File: config.mk
export PLATFORM = sky130hd
export DESIGN_NAME = pe_row_loader
export DESIGN_NICKNAME = d
export VERILOG_FILES = /design/src/rtl/pe_row_loader.sv
export SDC_FILE = /design/constraint.sdc
export NUM_CORES = 1
export LEC_CHECK = 0
export BUFFER_PORTS_ARGS = -buffer_cell sky130_fd_sc_hd__buf_2
export CAP_MARGIN = 10
export CORE_UTILIZATION = 35
export CTS_CLUSTER_DIAMETER = 120
export CTS_CLUSTER_SIZE = 14
export DETAILED_ROUTE_END_ITERATION = 7
export PLACE_DENSITY = 0.7
export SLEW_MARGIN = 0
export SYNTH_ARGS = -nofsm -noshare
export SYNTH_HDL_FRONTEND = slang
export SYNTH_SLANG_ARGS = --single-unit
File: constraint.sdc
create_clock -name clk -period 3.9 [get_ports clk]
set_input_delay 0.195 -clock clk [delete_from_list [all_inputs] [get_ports clk]]
set_output_delay 0.195 -clock clk [all_outputs]
set_load 0.02 [all_outputs]
File: src/rtl/pe_row_loader.sv
// ---------------------------------------------------------------------------
// pe_row_loader
//
// Feeder that sits between the tagged global-buffer distribution bus and a
// single processing element. Each instance serves one PE. The block:
//   - keeps bus words whose tag matches this PE's id or the all-ones
//     broadcast tag, and accepts and drops every other word;
//   - waits for the PE to raise pe_ready, then delivers exactly one row of
//     ROW_LEN words. Each word goes out as a one-cycle enable strobe plus a
//     data register on the ifmap or the filter channel;
//   - stalls matching words after a full row until the PE drops pe_ready
//     (it has started computing) and raises it again.
//
// Optional build feature (macro PE_ROW_LOADER_STATS_EN):
//   defined   -> extra 16-bit output drop_count. It counts accepted
//                non-matching words and saturates at 16'hFFFF.
//   undefined -> no drop_count port and no counter logic.
//
// Parameters:
//   BITWIDTH   data word width (PE datapath width)
//   ID_WIDTH   width of destination tag and local PE id
//   ROW_LEN    words per row delivered per ready window
//   CNT_WIDTH  row counter width, 2**CNT_WIDTH > ROW_LEN-1
//
// Ports:
//   clk               clock
//   rstb              asynchronous active-low reset
//   my_id             this PE's tag, static during operation
//   in_valid          bus word valid
//   in_ready          bus word accepted when in_valid & in_ready
//   in_data           bus word payload
//   in_is_filter      1 = filter word, 0 = ifmap word
//   in_tag            destination tag, all-ones = broadcast
//   pe_ready          PE ready flag
//   pe_ifmap_enable   one-cycle load strobe to PE ifmap RF
//   pe_filter_enable  one-cycle load strobe to PE filter RF
//   pe_ifmap          ifmap data to PE (holds last value)
//   pe_filter         filter data to PE (holds last value)
//   row_done          one-cycle pulse with the last word of a row
//   proto_err         sticky flag: row mixed ifmap and filter words
//   drop_count        (stats build only) saturating dropped-word count
// ---------------------------------------------------------------------------
module pe_row_loader #(
    parameter int BITWIDTH  = 16,
    parameter int ID_WIDTH  = 4,
    parameter int ROW_LEN   = 3,
    parameter int CNT_WIDTH = 2
) (
    input  logic                clk,
    input  logic                rstb,
    input  logic [ID_WIDTH-1:0] my_id,
    input  logic                in_valid,
    output logic                in_ready,
    input  logic [BITWIDTH-1:0] in_data,
    input  logic                in_is_filter,
    input  logic [ID_WIDTH-1:0] in_tag,
    input  logic                pe_ready,
    output logic                pe_ifmap_enable,
    output logic                pe_filter_enable,
    output logic [BITWIDTH-1:0] pe_ifmap,
    output logic [BITWIDTH-1:0] pe_filter,
    output logic                row_done,
    output logic                proto_err
`ifdef PE_ROW_LOADER_STATS_EN
    ,
    output logic [15:0]         drop_count
`endif
);

    // -----------------------------------------------------------------------
    // Constants
    // -----------------------------------------------------------------------
    localparam logic [1:0] ST_WAIT_READY = 2'd0;  // waiting for PE ready window
    localparam logic [1:0] ST_LOAD       = 2'd1;  // delivering a row
    localparam logic [1:0] ST_HOLD       = 2'd2;  // row done, waiting for PE to start

    localparam logic [CNT_WIDTH-1:0] LAST_IDX  = CNT_WIDTH'(ROW_LEN - 1);
    localparam logic [CNT_WIDTH-1:0] CNT_ONE   = CNT_WIDTH'(1);
    localparam logic [ID_WIDTH-1:0]  BCAST_TAG = '1;

    // -----------------------------------------------------------------------
    // State
    // -----------------------------------------------------------------------
    logic [1:0]           state;
    logic [1:0]           state_nxt;
    logic [CNT_WIDTH-1:0] count;
    logic [CNT_WIDTH-1:0] count_nxt;
    logic                 row_is_filter;   // channel type latched from word 0

    // -----------------------------------------------------------------------
    // Bus-side decode
    // -----------------------------------------------------------------------
    logic match;
    logic accept;
    logic deliver;
    logic row_first;
    logic row_last;
    logic type_mismatch;

    // A broadcast tag is handled exactly like an exact id match.
    assign match = (in_tag == my_id) || (in_tag == BCAST_TAG);

    // Non-matching words are always sunk. Matching words pass only while a
    // row is being loaded, so HOLD and WAIT_READY back-pressure them.
    assign in_ready = !match || (state == ST_LOAD);

    assign accept  = in_valid && in_ready;
    assign deliver = accept && match;   // implies state == ST_LOAD

    assign row_first = (count == '0);
    assign row_last  = (count == LAST_IDX);

    // Only later words of a row can disagree with the latched row type.
    assign type_mismatch = deliver && !row_first && (in_is_filter != row_is_filter);

    // -----------------------------------------------------------------------
    // Next-state logic
    // -----------------------------------------------------------------------
    always_comb begin
        // NOTE: defaults first, so every path assigns both signals and no
        // latch is inferred.
        state_nxt = state;
        count_nxt = count;
        case (state)
            ST_WAIT_READY: begin
                if (pe_ready) begin
                    state_nxt = ST_LOAD;
                end
            end
            ST_LOAD: begin
                // pe_ready is ignored here: once started, a row always completes.
                if (deliver) begin
                    if (row_last) begin
                        count_nxt = '0;
                        state_nxt = ST_HOLD;
                    end else begin
                        count_nxt = count + CNT_ONE;
                    end
                end
            end
            ST_HOLD: begin
                // The PE drops pe_ready when it begins computing on the row.
                if (!pe_ready) begin
                    state_nxt = ST_WAIT_READY;
                end
            end
            default: begin
                state_nxt = ST_WAIT_READY;
                count_nxt = '0;
            end
        endcase
    end

    // -----------------------------------------------------------------------
    // Control registers
    // -----------------------------------------------------------------------
    always_ff @(posedge clk or negedge rstb) begin
        if (!rstb) begin
            // NOTE: sequential state uses non-blocking assignments only, so
            // every flop samples the pre-edge values of its inputs.
            state         <= ST_WAIT_READY;
            count         <= '0;
            row_is_filter <= 1'b0;
        end else begin
            state <= state_nxt;
            count <= count_nxt;
            if (deliver && row_first) begin
                row_is_filter <= in_is_filter;
            end
        end
    end

    // -----------------------------------------------------------------------
    // PE-side output registers: one cycle latency from acceptance
    // -----------------------------------------------------------------------
    always_ff @(posedge clk or negedge rstb) begin
        if (!rstb) begin
            // NOTE: the data registers are reset as well. They are single
            // flops, not a memory array, and the PE must see zero after reset.
            pe_ifmap_enable  <= 1'b0;
            pe_filter_enable <= 1'b0;
            pe_ifmap         <= '0;
            pe_filter        <= '0;
            row_done         <= 1'b0;
            proto_err        <= 1'b0;
        end else begin
            // Strobes are recomputed every cycle, so each is high for exactly
            // one cycle per delivered word.
            pe_ifmap_enable  <= deliver && !in_is_filter;
            pe_filter_enable <= deliver &&  in_is_filter;
            row_done         <= deliver && row_last;

            // Only the selected channel's data register loads. The other
            // channel keeps its last value.
            if (deliver && !in_is_filter) begin
                pe_ifmap <= in_data;
            end
            if (deliver && in_is_filter) begin
                pe_filter <= in_data;
            end

            // A mismatched word is still forwarded and counted. It only
            // raises the sticky error flag.
            if (type_mismatch) begin
                proto_err <= 1'b1;
            end
        end
    end

`ifdef PE_ROW_LOADER_STATS_EN
    // -----------------------------------------------------------------------
    // Saturating count of dropped (accepted, non-matching) words
    // -----------------------------------------------------------------------
    logic drop;
    assign drop = accept && !match;

    always_ff @(posedge clk or negedge rstb) begin
        if (!rstb) begin
            drop_count <= 16'd0;
        end else if (drop && (drop_count != 16'hFFFF)) begin
            drop_count <= drop_count + 16'd1;
        end
    end
`endif

endmodule

# Yosys cells after proc, flatten, opt, wreduce, memory -nomap -nowiden
# Cells that the tools add are included.
totals:
  ff_bits: 41
  latch_bits: 0
  ramBits: 0
  mem_bits_ro: 0
  out_inout_bits: 37
  elab_cells: 47
  n_memories: 0
op_classes:
  add_sub_neg: 1
  mul: 0
  div: 0
  order_cmp: 0
  n_eq_ne: 10
  shift: 0
  n_mux: 8
  bitwise: 1
  reduce_logical: 18
ops:
  columns: ["op", "count"]
  rows:
  - ["2-bit two-way mux", 6]
  - ["1-bit logical AND", 8]
  - ["2-bit != test (second input constant)", 4]
  - ["2-bit case mux with 3 select lines", 1]
  - ["2-bit equality test (second input constant)", 2]
  - ["4-bit equality test", 1]
  - ["4-bit equality test (second input constant)", 1]
  - ["2-bit logical NOT", 2]
  - ["2-bit case mux with 2 select lines", 1]
  - ["4-bit AND reduction", 1]
  - ["1-bit logical NOT", 3]
  - ["2-bit by 1-bit adder with 2-bit output (second input constant)", 1]
  - ["2-bit by 1-bit equality test with 1-bit output (second input constant)", 1]
  - ["1-bit logical OR", 2]
  - ["2-bit AND reduction", 1]
  - ["2-bit OR reduction", 1]
  - ["1-bit != test", 1]
  - ["1-bit inverter", 1]

# Logic depth before layout (Yosys ltp)
depth:
  word_depth: 8
  mapped_depth: 5

# Least setup slack after synthesis
# Ideal clock, no wire load.
synth_timing:
  kind: "register to register"
  start: "reg state[0]"
  end: "reg pe_ifmap[1]"
  setup_time_ns: 0.127
  arrival_time_ns: 1.758
  required_time_ns: 3.773
  setup_slack_ns: 2.014
  path_stages_with_launch: 6
  n_path_buf: 1
  synth_period_minus_slack_ns: 1.886
  path_cell_list: "dfrtp_1 inv_1 nor3b_1 nor3b_4 buf_6 mux2_1"
synth_via:
  elab_chain_len: 5
synth_rtl:
  columns: ["element", "line", "source"]
  rows:
  - ["from (decl)", "84", "logic [1:0] state;"]
  - ["from (signal assigned)", "165", "state <= state_nxt;"]
  - ["2-bit by 1-bit equality test with 1-bit output", "105", "assign in_ready = !match || (state == ST_LOAD);"]
  - ["1-bit logical OR", "105", null]
  - ["1-bit logical AND", "107", "assign accept = in_valid && in_ready;"]
  - ["1-bit logical AND", "108", "assign deliver = accept && match;"]
  - ["1-bit logical AND", "195", "if (deliver && !in_is_filter) begin"]
  - ["to (signal assigned)", "196", "pe_ifmap <= in_data;"]
  - ["to (decl)", "60", "output logic [BITWIDTH-1:0] pe_ifmap,"]
# No other way between the ends.
# A chain may end at the register's enable or synchronous reset.

# Worst setup path after layout
layout_timing:
  start: "reg state[0]"
  end: "reg pe_ifmap[13]"
# The elaborated chain is that of the path after synthesis.

==> impl_metrics.env <==
export IMPL_setup_tns_ns=0
export IMPL_fmax_mhz=439.6
export IMPL_grt_max_degree=42
export IMPL_drive_gt1_share_pct=54.70
export IMPL_cts_sinks=41
export IMPL_worstMarginPinSlew_ns=0.8829
export IMPL_max_stage_delay_ns=0.79
export IMPL_status="completed"
export IMPL_gp_congestion=0.7877
export IMPL_drv_slew=0
export IMPL_yosysTopAreaCell="dfrtp_1"
export IMPL_irDropWorstVdd_uv=342.6
export IMPL_cts_buffers=5
export IMPL_wl_per_cell_microns=13.32
export IMPL_synth_cell_area_sq_um=1665
export IMPL_worstSkewPairLatency_ns=0.28
export IMPL_htreeDepth=2
export IMPL_synth_cell_type_count=24
export IMPL_place_inst=226
export IMPL_pre_cts_ws_ns=1.592
export IMPL_dpl_hpwl_microns=2301
export IMPL_rows=24
export IMPL_synth_top_area_share_pct=61.61
export IMPL_grt_overflow_total=0
export IMPL_drt_wl_total_microns=3104
export IMPL_relSlewSlack_pct=41.14
export IMPL_r2r_cells=4
export IMPL_synthArstFlopShare_pct=100.0
export IMPL_fin_crit_sh_pct=58.33
export IMPL_instances_no_fill=233
export IMPL_hp_class="in2async"
export IMPL_diodes=0
export IMPL_ys_flop_type="dfrtp_1"
export IMPL_seq_area_frac_synth_pct=61.61
export IMPL_avgSynthCellArea_sq_um=15.00
export IMPL_power_density_nw_per_um2=726.9
export IMPL_dieArea_sq_um=5038
export IMPL_path_clk_slew_ns=0.07
export IMPL_path_delay_family="simple AND/OR/NAND/NOR gates"
export IMPL_cp_data_required_time_ns=4.07
export IMPL_yosysMostFrequentCell="dfrtp_1"
export IMPL_antenna_found_initial=0
export IMPL_layout_nets=210
export IMPL_synth_area_leaders="dfrtp_1 (62%), mux2_2 (16%), mux2_1 (6.1%)"
export IMPL_cpMaxStageDelayCell="nor3b_4"
export IMPL_drc=0
export IMPL_synth_top_cells_by_count="dfrtp_1 (41), mux2_2 (24), mux2_1 (9)"
export IMPL_fin_crit_ns=2.275
export IMPL_rsz0062_at_grt="false"
export IMPL_first_pass_iters=5
export IMPL_synth_nets=140
export IMPL_synth_edf_count=0
export IMPL_portBuffers=65
export IMPL_core_area_sq_um=4474
export IMPL_vias=1110
export IMPL_gr_usage_all_layers_pct=13.22
export IMPL_ant_nets=0
export IMPL_grt_pass1_wl_microns=5126
export IMPL_synth_warning_count=0
export IMPL_ios=66
export IMPL_synth_cells=111
export IMPL_start_kind="register"
export IMPL_cp_max_fo=17
export IMPL_setup_ws_ns=1.625
export IMPL_maxCapViolCount=0
export IMPL_cp_cell_sequence="inv_1 -> nor3b_1 -> nor3b_4 -> mux2_2"
export IMPL_timing_hold_ws_ns=0.03061
export IMPL_crit_arrival_ns=2.45
export IMPL_die_h_microns=70.98
export IMPL_drt_iter0_markers=87
export IMPL_cts_hold_buf=0
export IMPL_cts_root_buffer="clkbuf_8"
export IMPL_setup_viol=0
export IMPL_cts_tree="done"
export IMPL_finalHoldViolations=0
export IMPL_ys_seq_elements=41
export IMPL_cts_buffer_depth=2
export IMPL_path_buf_inv=1
export IMPL_endpoint_kind="register"
export IMPL_cp_depth=4
export IMPL_critPathKind="reg2reg"
export IMPL_post_cts_setup_buffers=0
export IMPL_viasPerCell=4.764
export IMPL_initial_utilization_pct=37.22
export IMPL_grt_pass1_vias=1159
export IMPL_power_leakage_uw=0.001098
export IMPL_cts_resized_gates=0
export IMPL_finClkSkew_ns=0.003819
export IMPL_syn2layout_area_growth_pct=28.55
export IMPL_chipWidth_microns=70.98
-- path summary, 6_finish.rpt --
kind	start	endpoint	slack, ns
setup / recovery	state[0]	pe_ifmap[13]	1.62
hold / removal	rstb	pe_filter[3]	0.03
setup reg to reg	state[0]	pe_ifmap[13]	1.62
hold reg to reg	proto_err	proto_err	0.47
max in group asynchronous	rstb	proto_err	3.32
min in group clk	in_data[9]	pe_ifmap[9]	0.14
-- sequential cells by signal, indices dropped and copies added, names as in the netlist --
name	count
pe_filter	16
pe_ifmap	16
count	2
state	2
pe_filter_enable	1
pe_ifmap_enable	1
proto_err	1
row_done	1
row_is_filter	1
-- final cells by class --
cell class,count,area [sq um]
clock buffers,5,68.82
clock inverters,2,35.03
fillers,405,2333
inverters,4,15.01
multi-input cells,64,605.6
flip-flops and latches,41,1026
well taps,52,65.06
repair buffers,65,325.3
-- per-layer routing --
metal | part of all wire, % | GRT usage (%) | wire [microns]
met4 | 0 | 4.667 | 0
met2 | 52 | 23.40 | 1601
met1 | 42 | 14.72 | 1309
met5 | 0 | 0 | 0
met3 | 6.2 | 4.701 | 193
-- cells by family after synthesis --
| kind of cell | synth area share, % |
|---|---|
| muxes | 22.31 |
| and+or+nand+nor | 6.161 |
| AOI/OAI and AO/OA | 5.260 |
| buffers and inverters | 2.028 |
| xor gates and xnor gates | 2.629 |
| DFF | 61.61 |
-- worst reg2reg max path, delay by kind of cell (launching register included) --
family | cells | cell delay (ns)
DFF | 1 | 0.41
muxes | 1 | 0.42
and+or+nand+nor | 2 | 1.24
buffers and inverters | 1 | 0.10
-- power by group --
group / internal [uW] / switching (uW) / leakage, uW
combinational: 237 / 330 / 0.000539
sequential: 588 / 84.8 / 0.000506
clock: 186 / 131 / 0.0000540
total: 1010 / 546 / 0.00110
-- cells in the final DEF (no fill, tap or decap), drive strengths merged --
| cell type | count |
|---|---|
| mux2 | 33 |
| o21ai | 2 |
| o41ai | 1 |
| xnor2 | 1 |
| inv | 4 |
| o211ai | 2 |
| nor3b | 2 |
| nand2b | 1 |
| xor2 | 4 |
| a211o | 1 |
| bufinv | 1 |
| dfrtp | 41 |
| clkbuf | 5 |
| nand2 | 4 |
| nor2 | 4 |
| buf | 65 |
| nand3 | 4 |
| a211oi | 1 |
| nand4 | 1 |
| clkinv | 1 |
| o31ai | 1 |
| o41a | 1 |
| nor4b | 1 |
-- through the flow --
step,instance area (sq um),total power [uW],util (%)
floorplan,1665,1038,-
global placement,2037,1241,45.53
detailed placement,2037,1254,45.53
CTS,2141,1584,47.85
global route,2141,1645,47.85
finish,2141,1556,47.85
No activity file was read; power rests on OpenSTA's default activity.
